`src/rtl/ibex_rf_wb_buffer.sv`:
```
// Writeback buffer in front of the flip-flop register file write port.
// Completed writebacks are queued in order and drained into the file only
// while it is not stalling. Queued values are forwarded to the ID read ports
// so reads never see stale data while writes are held off.
module ibex_rf_wb_buffer #(
  parameter int unsigned Depth     = 4,
  parameter int unsigned DataWidth = 32,
  parameter bit          RV32E     = 1'b0
) (
  input  logic                         clk_i,
  input  logic                         rst_i,
  input  logic                         wb_valid_i,
  output logic                         wb_ready_o,
  input  logic [4:0]                   wb_addr_i,
  input  logic [DataWidth-1:0]         wb_data_i,
  input  logic                         rf_stall_i,
  output logic                         rf_we_o,
  output logic [4:0]                   rf_waddr_o,
  output logic [DataWidth-1:0]         rf_wdata_o,
  input  logic [4:0]                   raddr_a_i,
  input  logic [4:0]                   raddr_b_i,
  output logic                         fwd_a_hit_o,
  output logic [DataWidth-1:0]         fwd_a_data_o,
  output logic                         fwd_b_hit_o,
  output logic [DataWidth-1:0]         fwd_b_data_o,
  output logic [$clog2(Depth+1)-1:0]   count_o,
  output logic                         empty_o,
  output logic                         full_o
);

  localparam int unsigned PtrW = $clog2(Depth);
  localparam int unsigned CntW = $clog2(Depth+1);

  typedef struct packed {
    logic                 valid;
    logic [4:0]           addr;
    logic [DataWidth-1:0] data;
  } entry_t;

  entry_t          mem [Depth];
  logic [PtrW-1:0] head_q, tail_q;
  logic [CntW-1:0] count_q;

  logic push, drop, enq, pop;

  assign empty_o    = (count_q == '0);
  assign full_o     = (count_q == CntW'(Depth));
  assign count_o    = count_q;
  assign wb_ready_o = ~full_o;

  // x0 and (on RV32E) x16..x31 are accepted but never stored
  assign push = wb_valid_i & wb_ready_o;
  assign drop = (wb_addr_i == 5'd0) | (RV32E & wb_addr_i[4]);
  assign enq  = push & ~drop;

  // A reset edge discards everything, so never claim a write on it
  assign rf_we_o    = ~empty_o & ~rf_stall_i & ~rst_i;
  assign pop        = rf_we_o;
  assign rf_waddr_o = empty_o ? 5'd0 : mem[head_q].addr;
  assign rf_wdata_o = empty_o ? '0   : mem[head_q].data;

  // Storage, pointers and occupancy; data payload needs no reset
  always_ff @(posedge clk_i) begin
    if (rst_i) begin
      head_q  <= '0;
      tail_q  <= '0;
      count_q <= '0;
      for (int i = 0; i < Depth; i++) mem[i].valid <= 1'b0;
    end else begin
      if (enq) begin
        mem[tail_q] <= '{valid: 1'b1, addr: wb_addr_i, data: wb_data_i};
        tail_q      <= tail_q + 1'b1;
      end
      // enq and pop never target the same slot: pop needs non-empty,
      // enq needs non-full, so equal pointers rule one of them out
      if (pop) begin
        mem[head_q].valid <= 1'b0;
        head_q            <= head_q + 1'b1;
      end
      case ({enq, pop})
        2'b10:   count_q <= count_q + 1'b1;
        2'b01:   count_q <= count_q - 1'b1;
        default: count_q <= count_q;
      endcase
    end
  end

  logic [1:0][4:0]           raddr;
  logic [1:0]                hit;
  logic [1:0][DataWidth-1:0] fdata;

  assign raddr = {raddr_b_i, raddr_a_i};

  // Forward lookup: scan oldest to youngest so the youngest match wins
  always_comb begin
    logic [PtrW-1:0] idx;
    idx   = '0;
    hit   = '0;
    fdata = '0;
    for (int p = 0; p < 2; p++) begin
      for (int k = 0; k < Depth; k++) begin
        idx = head_q + PtrW'(k);
        if (raddr[p] != 5'd0 && mem[idx].valid && mem[idx].addr == raddr[p]) begin
          hit[p]   = 1'b1;
          fdata[p] = mem[idx].data;
        end
      end
    end
  end

  assign fwd_a_hit_o  = hit[0];
  assign fwd_a_data_o = fdata[0];
  assign fwd_b_hit_o  = hit[1];
  assign fwd_b_data_o = fdata[1];

endmodule

```
`config.mk`:
```
export PLATFORM = sky130hd
export DESIGN_NAME = ibex_rf_wb_buffer
export DESIGN_NICKNAME = d
export VERILOG_FILES = /design/src/rtl/ibex_rf_wb_buffer.sv
export SDC_FILE = /design/constraint.sdc
export NUM_CORES = 1
export LEC_CHECK = 0
export ABC_AREA = 0
export CORE_MARGIN = 10
export CORE_UTILIZATION = 43
export CTS_CLUSTER_SIZE = 8
export DETAILED_ROUTE_END_ITERATION = 10
export GPL_TIMING_DRIVEN = 0
export SETUP_SLACK_MARGIN = 0.4
export SLEW_MARGIN = 20
export SYNTH_ARGS = -nofsm -noshare
export SYNTH_HDL_FRONTEND = slang
export SYNTH_SLANG_ARGS = --single-unit
```
`constraint.sdc`:
```
create_clock -name clk_i -period 15.8 [get_ports clk_i]
set_input_delay 3.16 -clock clk_i [delete_from_list [all_inputs] [get_ports clk_i]]
set_output_delay 3.16 -clock clk_i [all_outputs]
set_load 0.02 [all_outputs]
```
==> results of run 1 <==
[where the power goes]
part	leakage (nW)	total [mW]	switching (mW)	internal, mW
clock	0.301	0.441	0.199	0.242
sequential	1.48	0.502	0.0153	0.486
combinational	3.00	0.850	0.508	0.342
total	4.78	1.79	0.722	1.07
[worst max-delay path: stages]
cell	delay (ns)
clkdlybuf4s50_1	0.56
or4_1	0.58
nor2_1	0.20
clkbuf_1	0.45
nor3b_1	0.14
clkbuf_1	0.28
a2111oi_0	0.61
o21ai_0	0.15
a31oi_1	0.38
clkdlybuf4s50_1	0.69
[cell usage after synthesis (all sizes together) (3+ instances only)]
| master | count |
|---|---|
| a211oi | 14 |
| a21oi | 60 |
| a221oi | 4 |
| a22o | 8 |
| a31oi | 35 |
| and2 | 37 |
| and3 | 7 |
| buf | 38 |
| clkbuf | 71 |
| dfxtp | 13 |
| edfxtp | 148 |
| ha | 5 |
| inv | 14 |
| mux2 | 19 |
| mux2i | 99 |
| mux4 | 89 |
| nand2 | 95 |
| nand3 | 47 |
| nand3b | 7 |
| nand4 | 6 |
| nor2 | 49 |
| nor2b | 30 |
| nor3 | 66 |
| nor4 | 4 |
| o211ai | 19 |
| o21a | 9 |
| o21ai | 37 |
| o221ai | 7 |
| or3 | 3 |
| or4 | 5 |
| xnor2 | 36 |
| xor2 | 8 |
[sequential cells by signal, indices dropped and copies added, names as in the netlist, named ones only]
name and flops:
count_o 3, head_q 2, mem 152, tail_q 2
[cell families (layout without fill, tap and decap cells)]
group,after synthesis,after routing,share of synthesized area [%]
and+or+nand+nor,364,364,15.40
AOI/OAI and AO/OA,207,207,10.89
muxes,207,207,26.59
DFF,161,161,38.98
buffers and inverters,123,324,4.271
xor gates and xnor gates,44,44,3.193
adders and majority gates,6,6,0.6842
[path summary, 6_finish.rpt]
path,start,end,slack [ns],cells past startpoint
min reg2reg,mem[3][37],mem[3][37],0.50,2
max reg2reg,head_q[0],flop,11.03,13
max,raddr_a_i[3],fwd_a_data_o[7],5.42,10
min,mem[3][37],mem[3][37],0.50,2
[metrics by stage]
stage | cell area [sq um] | utilization, %
floorplan | 12070 | -
global placement | 14050 | 50.72
detailed placement | 14230 | 51.36
CTS | 14840 | 53.57
global route | 14840 | 53.57
finish | 14840 | 53.57
[layer usage]
layer	global-route usage (%)	up-vias	wire length, um	share of wire (%)
met2	38.63	757	20510	46
met1	32.71	5281	17810	40
met4	9.323	0	1625	3.6
li1	-	4672	-	-
met3	4.917	97	4619	10
met5	0	-	0	0
[layout make-up]
type | instances | area (sq um) | area share [%]
repair buffers | 169 | 1662 | 11.19
plain buffers | 109 | 462.9 | 3.119
clock buffers | 18 | 429.2 | 2.891
inverters | 14 | 52.55 | 0.3540
well taps | 378 | 473.0 | 3.186
clock inverters | 14 | 185.2 | 1.248
multi-input cells | 828 | 6874 | 46.31
flip-flops and latches | 161 | 4705 | 31.70
==> results by group, run 1 <==
Pwr
  • LEAKAGE: 4.782 nW
  • PD cells: 120.8 nW/um^2
  • Maximum vdd drop: 0.07124 mV
  • Tot Pwr: 1.792 mW

Clocking
  • H-tree levels: 4
  • CTS sink count: 161
  • Root Buffer: clkbuf_16
  • Setup Buffers After CTS: 0
  • Worst-skew pair later-pin latency: 0.45 ns
  • Post-CTS sizing: 0
  • Cts bufs inserted: 17
  • CTS hold repair buffers: 0
  • CTS tree: built
  • Clk buf depth: 2
  • Reg clk slew, reported paths: 0.07 ns

Route
  • Via density: 6.391
  • Routed via count: 10810
  • Routed Antenna Nets: 0
  • TritonRoute pass-1 iters: 10
  • Routed WL per cell: 26.35 um
  • Drt drc: 1
  • Starting DRC count in detailed routing: 1371
  • Routed WL: 44560 um

Outcome
  • Run status: finished, violations left
  • Failing checks: DRC

Worst setup path
  • Crit path max fanout: 10
  • Startpoint Class: input pin
  • WS Path Type: in2out
  • Data required, critical path: 12.64 ns
  • Arr. time, crit path: 7.22 ns
  • Crit. End Element: output port

Yosys
  • Netlist cell types: 57
  • Ys Warns: 0
  • Leading area contributor after synthesis: edfxtp_1
  • Area contributors post-synth: edfxtp_1, mux4_2, mux2i_1, nand2_1, nor3_1
  • Seq/Total Area, Yosys: 38.98%
  • Syn Nets: 1169
  • Share of Yosys cell area claimed by the top area cell type: 36.82%
  • Syn avg cell area: 10.85 sq um
  • FF+latch count, synth: 161
  • Mapped Cells: 1112
  • Synthesized area: 12070 sq um
  • Post-synth top flop: edfxtp_1
  • Number of flops mapped to enable cells by yosys: 148
  • Post-synth ARST share: 0%

Global route
  • Number of global-route vias before repair: 10510
  • Total track usage: 24.53%
  • Gr ovfl total: 0
  • First-pass GRT wire length: 66080 um
  • Pin count of the biggest net entering global routing: 38
  • Antenna violations before repair: 0

Final layout
  • Most frequent cells in the layout: clkdlybuf4s50_1, edfxtp_1, mux2i_1
  • Antenna fix cells: 0
  • Filler cells: 2377
  • Share of post-route cells with drive strength above 1: 15.00%
  • Final non-filler cell total: 1691
  • Most common cell after layout, fill and taps aside: clkdlybuf4s50_1
  • Nets@finish: 1357
  • Area delta synth->final: 22.98%

Placed design
  • Dpl cells: 1659
  • GP Congestion: 0.9718
  • I/O Buffers: 151
  • DPL Wire Length: 32760 um
  • Pre-CTS WS: 5.687 ns

STA
  • Final period util: 65.67%
  • Final WS setup: 5.424 ns
  • RSZ-0062 raised after global routing: no
  • Post-route minimum period: 10.38 ns
  • Final Hold Viols: 0
  • Relative slew slack: 20.38%
  • Final setup viols: 0
  • Final hold slack: 0.4992 ns
  • Max Clock Skew: 0.01069 ns
  • Max Fclk: 0.09638 GHz
  • Slew Limit Fails: 0
  • Final setup TNS: 0 ns
  • Tightest Pin Transition: 1.191 ns

Run
  • Max-Cap Viols: 0

Hold path
  • Min-Delay Path Class: reg2reg

Floorplanning
  • Die area: 35170 sq um
  • Initial core utilization: 43.56%
  • Die Y: 187.5 um
  • Row count: 61
  • Top Ports: 161
  • Core Area: 27710 sq um
  • Die Width: 187.5 um
No activity file was read; power rests on OpenSTA's default activity.
==> run 2: changes to the inputs <==
--- a/config.mk
+++ b/config.mk
@@ -11,6 +11,7 @@
 export CTS_CLUSTER_SIZE = 8
 export DETAILED_ROUTE_END_ITERATION = 10
 export GPL_TIMING_DRIVEN = 0
+export PLACE_DENSITY = 0.67
 export SETUP_SLACK_MARGIN = 0.4
 export SLEW_MARGIN = 20
 export SYNTH_ARGS = -nofsm -noshare
==> constraint.sdc (replaced) <==
create_clock -name clk_i -period 8.5 [get_ports clk_i]
set_input_delay 1.7 -clock clk_i [delete_from_list [all_inputs] [get_ports clk_i]]
set_output_delay 1.7 -clock clk_i [all_outputs]
set_load 0.02 [all_outputs]
==> results by group, run 2 (synthesis gave the netlist of run 1 again) <==
Outcome
  • Run status: finished, final reports clean

Final layout
  • Area delta synth->final: 22.54%
  • Final non-filler cell total: 1691 (unchanged)
  • Share of post-route cells with drive strength above 1: 15.77% (+0.76 points)
  • Most common cell after layout, fill and taps aside: clkdlybuf4s50_1
  • Most frequent cells in the layout: clkdlybuf4s50_1, edfxtp_1, mux2i_1
  • Filler cells: 2416 (+1.6%)
  • Nets@finish: 1357 (unchanged)
  • Layout Utilization: 53.38% (-0.19 points)
  • Largest register FFs: 152 (unchanged)
  • Reg with most FFs: mem
  • Antenna fix cells: 0 (unchanged)

Worst setup path
  • Crit. path cell count: 18 (+8)
  • Data required, critical path: 6.80 ns (-5.84 ns)
  • Arr. time, crit path: 6.19 ns (-1.03 ns)
  • Flop2flop setup slack: 4.06 ns (-6.97 ns)
  • Worst path max stage delay: 0.70 ns (about the same)
  • Crit-path most repeated cell: clkbuf_4
  • Crit. End Element: output port
  • Crit path max fanout: 10 (unchanged)
  • Crit-path slowest cell: clkdlybuf4s50_1
  • WS Path Type: reg2out
  • Cells along the critical path: clkbuf_2 > buf_2 > clkbuf_4 > clkbuf_4 > buf_4 > inv_1 > ha_1 > buf_2 > clkbuf_4 > mux4_2 > xnor2_1 > nand4_1 > or4b_1 > clkbuf_1 > clkbuf_2 > o21ai_0 > o21ai_0 > clkdlybuf4s50_1
  • Worst R2R Path Depth: 13 (unchanged)
  • Startpoint Class: flop
  • Kind of cell adding the most delay to the critical path: buffers and inverters
  • Buf+Inv Stages, Crit Path: 11 (+7)

Route
  • Routed WL per cell: 25.56 um (-3.0%)
  • Routed Antenna Nets: 0 (unchanged)
  • Routed WL: 43220 um (-3.0%)
  • Routed via count: 10800 (-0.028%)
  • TritonRoute pass-1 iters: 6 (-4)
  • Starting DRC count in detailed routing: 1549 (+13%)
  • Drt drc: 0 (-1)
  • Via density: 6.389 (about the same)

STA
  • Final period util: 92.81%
  • Final WS setup: 0.6114 ns (-4.813 ns)
  • Post-route minimum period: 7.889 ns
  • Slew Limit Fails: 0 (unchanged)
  • Final Hold Viols: 0 (unchanged)
  • Final setup viols: 0 (unchanged)
  • Final hold slack: 0.5012 ns (+0.001955 ns)
  • Tightest Pin Transition: 1.026 ns (-0.1656 ns)
  • RSZ-0062 raised after global routing: yes
  • Max Clock Skew: 0.01067 ns (-0.00001860 ns)
  • Relative slew slack: 31.14% (+11 points)
  • Max Fclk: 0.1268 GHz

Pwr
  • Psw: 1.311 mW (+81%)
  • Switching part of the total power: 40.45% (+0.15 points)
  • Tot Pwr: 3.240 mW (+81%)
  • PD cells: 219.1 nW/um^2 (+81%)
  • LEAKAGE: 4.771 nW (-0.23%)
  • Reg power frac: 28.8% (+0.8 points)
  • Clock share of power: 22.4% (-2.2 points)
  • Combinational power share: 48.8% (+1.4 points)
  • P_int: 1.930 mW (+80%)
  • Maximum vdd drop: 0.1454 mV (+100%)

Clocking
  • Root Buffer: clkbuf_16
  • Clk buf depth: 2 (unchanged)
  • H-tree levels: 4 (unchanged)
  • CTS tree: built
  • CTS sink count: 161 (unchanged)
  • CTS hold repair buffers: 0 (unchanged)
  • Worst-skew pair later-pin latency: 0.43 ns (-0.02 ns)
  • Reg clk slew, reported paths: 0.07 ns (about the same)
  • Cts bufs inserted: 17 (unchanged)

Floorplanning
  • Initial core utilization: 43.56% (unchanged)
  • Row count: 61 (unchanged)
  • Die area: 35170 sq um (unchanged)
  • Top Ports: 161 (unchanged)
  • Die Width: 187.5 um (unchanged)
  • Die Y: 187.5 um (unchanged)
  • Core Area: 27710 sq um (unchanged)

Global route
  • Number of global-route vias before repair: 10530 (+0.20%)
  • Pin count of the biggest net entering global routing: 38 (unchanged)
  • Antenna violations before repair: 0 (unchanged)
  • Total track usage: 23.79% (-0.74 points)
  • First-pass GRT wire length: 65040 um (-1.6%)
  • Gr ovfl total: 0 (unchanged)

Hold path
  • Min-Delay Path Class: reg2reg
  • Worst hold path cell count: 2 (unchanged)

Placed design
  • I/O Buffers: 151 (unchanged)
  • Dpl cells: 1656 (-0.18%)
  • Pre-CTS WS: 0.6094 ns (-5.078 ns)
  • DPL Wire Length: 31960 um (-2.4%)
  • GP Congestion: 0.9626 (-0.95%)

Run
  • Max-Cap Viols: 0 (unchanged)
-- run 2: final timing paths --
path,from,end
setup / recovery,head_q[0],fwd_b_data_o[13]
hold / removal,mem[3][37],mem[3][37]
setup reg to reg,head_q[0],flop
hold reg to reg,mem[3][37],mem[3][37]
-- run 2: worst min-delay path, delay by kind of cell (launching register included) --
family	cells	cell delay [ns]
buf+inv	1	0.06
flops	1	0.33
compound gates	1	0.06
-- run 2: power by group through the flow --
| stage | Combinational (mW) | Sequential, mW | Clock, mW |
|---|---|---|---|
| 2_1_floorplan | 1.03 | 0.946 | 0 |
| 3_3_place_gp | 1.53 | 0.953 | 0 |
| 3_5_place_dp | 1.55 | 0.949 | 0 |
| 4_1_cts | 1.56 | 0.932 | 0.727 |
| 5_1_grt | 1.67 | 0.936 | 0.765 |
| 6_report | 1.58 | 0.933 | 0.727 |
-- run 2: layer usage --
layer	vias up	global-route usage [%]	share of wire (%)
li1	4678	-	-
met1	5255	31.17	39
met2	766	38.23	47
met3	105	5.417	11
met4	0	7.692	2.9
met5	-	0	0
-- run 2: per-stage QoR --
stage | area (sq um) | TNS [ns]
final | 14790 | 0
after global routing | 14790 | 0
after CTS | 14760 | 0
after detailed placement | 14180 | 0
after global placement | 14050 | -145.90
after floorplan | 12070 | 0
-- run 2: what timing repair did --
action,in CTS,in global routing
gates resized for setup,7,14
setup endpoints to repair,51,55
buffers inserted,3,0
pin swaps,0,0
-- run 2: layout make-up --
class | count | area (sq um) | area share (%)
Tap cell | 378 | 473.0 | 3.198
Inverter | 14 | 52.55 | 0.3553
Clock inverter | 14 | 117.6 | 0.7953
Buffer | 109 | 485.5 | 3.283
Multi-Input combinational cell | 828 | 6895 | 46.62
Timing Repair Buffer | 169 | 1632 | 11.03
Clock buffer | 18 | 429.2 | 2.902
Sequential cell | 161 | 4705 | 31.81
==> run 3: changes to the inputs <==
--- a/config.mk
+++ b/config.mk
@@ -10,7 +10,6 @@
 export CORE_UTILIZATION = 43
 export CTS_CLUSTER_SIZE = 8
 export DETAILED_ROUTE_END_ITERATION = 10
-export GPL_TIMING_DRIVEN = 0
 export PLACE_DENSITY = 0.67
 export SETUP_SLACK_MARGIN = 0.4
 export SLEW_MARGIN = 20
==> constraint.sdc (replaced) <==
create_clock -name clk_i -period 8.5 [get_ports clk_i]
set_input_delay 1.275 -clock clk_i [delete_from_list [all_inputs] [get_ports clk_i]]
set_output_delay 1.275 -clock clk_i [all_outputs]
set_load 0.02 [all_outputs]
==> results by group, run 3 (synthesis gave the netlist of run 1 again) <==
Floorplanning
  • Top Ports: 161 (unchanged)
  • Die Y: 187.5 um (unchanged)
  • Core Area: 27710 sq um (unchanged)
  • Die Width: 187.5 um (unchanged)
  • Initial core utilization: 43.56% (unchanged)
  • Row count: 61 (unchanged)
  • Die area: 35170 sq um (unchanged)

Final layout
  • Area delta synth->final: 21.01%
  • Nets@finish: 1269 (-6.5%)
  • Antenna fix cells: 0 (unchanged)
  • Filler cells: 2424 (+0.33%)
  • Share of post-route cells with drive strength above 1: 15.76% (about the same)
  • Most common cell after layout, fill and taps aside: clkdlybuf4s50_1
  • Layout Utilization: 52.72% (-0.66 points)
  • Most frequent cells in the layout: clkdlybuf4s50_1, edfxtp_1, mux2i_1
  • Largest register FFs: 152 (unchanged)
  • Reg with most FFs: mem

STA
  • Slew Limit Fails: 0 (unchanged)
  • Max Fclk: 0.1456 GHz (+15%)
  • Final period util: 80.81% (-12 points)
  • Final Hold Viols: 0 (unchanged)
  • RSZ-0062 raised after global routing: no
  • Relative slew slack: 24.83% (-6.3 points)
  • Final setup TNS: 0 ns (unchanged)
  • Max Clock Skew: 0.01164 ns (+0.0009656 ns)
  • Final setup viols: 0 (unchanged)
  • Final hold slack: 0.5335 ns (+0.03237 ns)
  • Tightest Pin Transition: 1.123 ns (+0.09715 ns)
  • Post-route minimum period: 6.869 ns (-1.020 ns)

Clocking
  • Setup Buffers After CTS: 0 (-3)
  • CTS hold repair buffers: 0 (unchanged)
  • Worst-skew pair later-pin latency: 0.43 ns (about the same)
  • Cts bufs inserted: 17 (unchanged)
  • Root Buffer: clkbuf_16
  • H-tree levels: 4 (unchanged)
  • Clk buf depth: 2 (unchanged)
  • Post-CTS sizing: 0 (-7)
  • Reg clk slew, reported paths: 0.07 ns (about the same)
  • CTS tree: built
  • CTS sink count: 161 (unchanged)

Worst setup path
  • Kind of cell adding the most delay to the critical path: buffers and inverters
  • Arr. time, crit path: 5.59 ns (-0.60 ns)
  • Crit-path slowest cell: ha_2
  • Worst R2R Path Depth: 9 (-4)
  • Buf+Inv Stages, Crit Path: 3 (-8)
  • WS Path Type: reg2out
  • Start of the worst register-to-register path: count_o[0]
  • Data required, critical path: 7.22 ns (+0.42 ns)
  • Crit. path cell count: 10 (-8)
  • Critical Path Source: head_q[0]
  • Crit. End Element: output port
  • Startpoint Class: flop
  • Cells along the critical path: inv_1 > ha_2 > mux4_2 > xor2_1 > or3_1 > buf_4 > o22ai_1 > nand3_2 > o211ai_1 > clkdlybuf4s50_1
  • Worst path max stage delay: 0.96 ns (+0.26 ns)
  • Crit path max fanout: 34 (+24)

Global route
  • Pin count of the biggest net entering global routing: 52 (+37%)
  • Gr ovfl total: 0 (unchanged)
  • First-pass GRT wire length: 60990 um (-6.2%)
  • Antenna violations before repair: 1 (+1)
  • Total track usage: 21.94% (-1.8 points)
  • Number of global-route vias before repair: 10280 (-2.4%)

Pwr
  • PD cells: 221.4 nW/um^2 (+1.0%)
  • Maximum vdd drop: 0.1328 mV (-8.7%)
  • LEAKAGE: 4.656 nW (-2.4%)
  • Tot Pwr: 3.233 mW (-0.22%)

Hold path
  • Worst hold path cell count: 2 (unchanged)
  • Hold path start: mem[3][37]
  • Min-Delay Path Class: reg2reg

Outcome
  • Run status: finished, final reports clean

Placed design
  • I/O Buffers: 160 (+6.0%)
  • DPL Wire Length: 26570 um (-17%)
  • GP Congestion: 0.8913 (-7.4%)

Route
  • TritonRoute pass-1 iters: 5 (-1)
  • Drt drc: 0 (unchanged)
  • Starting DRC count in detailed routing: 1060 (-32%)
  • Routed WL: 39750 um (-8.0%)
  • Via density: 6.409 (+0.31%)
  • Routed WL per cell: 24.80 um (-3.0%)
  • Routed Antenna Nets: 0 (unchanged)
  • Routed via count: 10270 (-4.9%)

Run
  • Max-Cap Viols: 0 (unchanged)
## run 3: changes by cell type in the layout (fill, tap and decap cells not counted), moves of 3 or more
cell,previous run,this run
buf_1,13,0
buf_2,27,0
buf_4,8,30
buf_6,3,0
bufinv_16,0,3
clkbuf_1,61,0
clkbuf_2,12,0
clkbuf_4,3,0
clkdlybuf4s50_1,151,160
dfxtp_1,13,9
dfxtp_2,0,3
inv_6,6,3
## run 3: metrics by stage
step | setup WS, ns | cell area, sq um | cells
floorplan | 2.782 | 12070 | 1112
global placement | 1.773 | 13980 | 1571
detailed placement | 1.809 | 13980 | 1571
CTS | 1.647 | 14600 | 1603
global route | 1.332 | 14610 | 1603
finish | 1.631 | 14610 | 1603
## run 3: final cells by class
type | count | area (sq um) | share of cell area [%]
Multi-Input combinational cell | 828 | 6915 | 47.35
Sequential cell | 161 | 4712 | 32.26
Timing Repair Buffer | 190 | 1827 | 12.51
Tap cell | 378 | 473.0 | 3.238
Clock buffer | 17 | 425.4 | 2.913
Clock inverter | 15 | 200.2 | 1.371
Inverter | 14 | 52.55 | 0.3598
## run 3: worst register-to-register path, cell delays in order, from the launching register on
cell     delay, ns
dfxtp_1       0.41
nor3_2        0.06
buf_4         0.30
nor3_1        0.59
ha_1          0.30
inv_1         0.06
fa_1          0.37
xor2_1        0.16
or3_1         0.31
a21oi_1       0.14
## run 3: worst paths after layout
kind                 endpoint  slack (ns)
max          fwd_b_data_o[21]        1.63
min                mem[3][37]        0.53
max reg2reg        count_o[2]        5.73
min reg2reg        mem[3][37]        0.53
## run 3: power by group
group          leakage (nW)  internal, mW  switching (mW)
clock                 0.303         0.472           0.337
sequential             1.48         0.906          0.0736
combinational          2.87         0.622           0.821
## run 3: routing by layer
| metal | wire length [um] | up-vias | GRT usage, % |
|---|---|---|---|
| met4 | 1226 | 2 | 8.185 |
| met5 | 11 | - | 0 |
| met1 | 15740 | 5082 | 27.87 |
| met2 | 18900 | 593 | 35.79 |
| met3 | 3866 | 95 | 5.046 |
| li1 | - | 4502 | - |
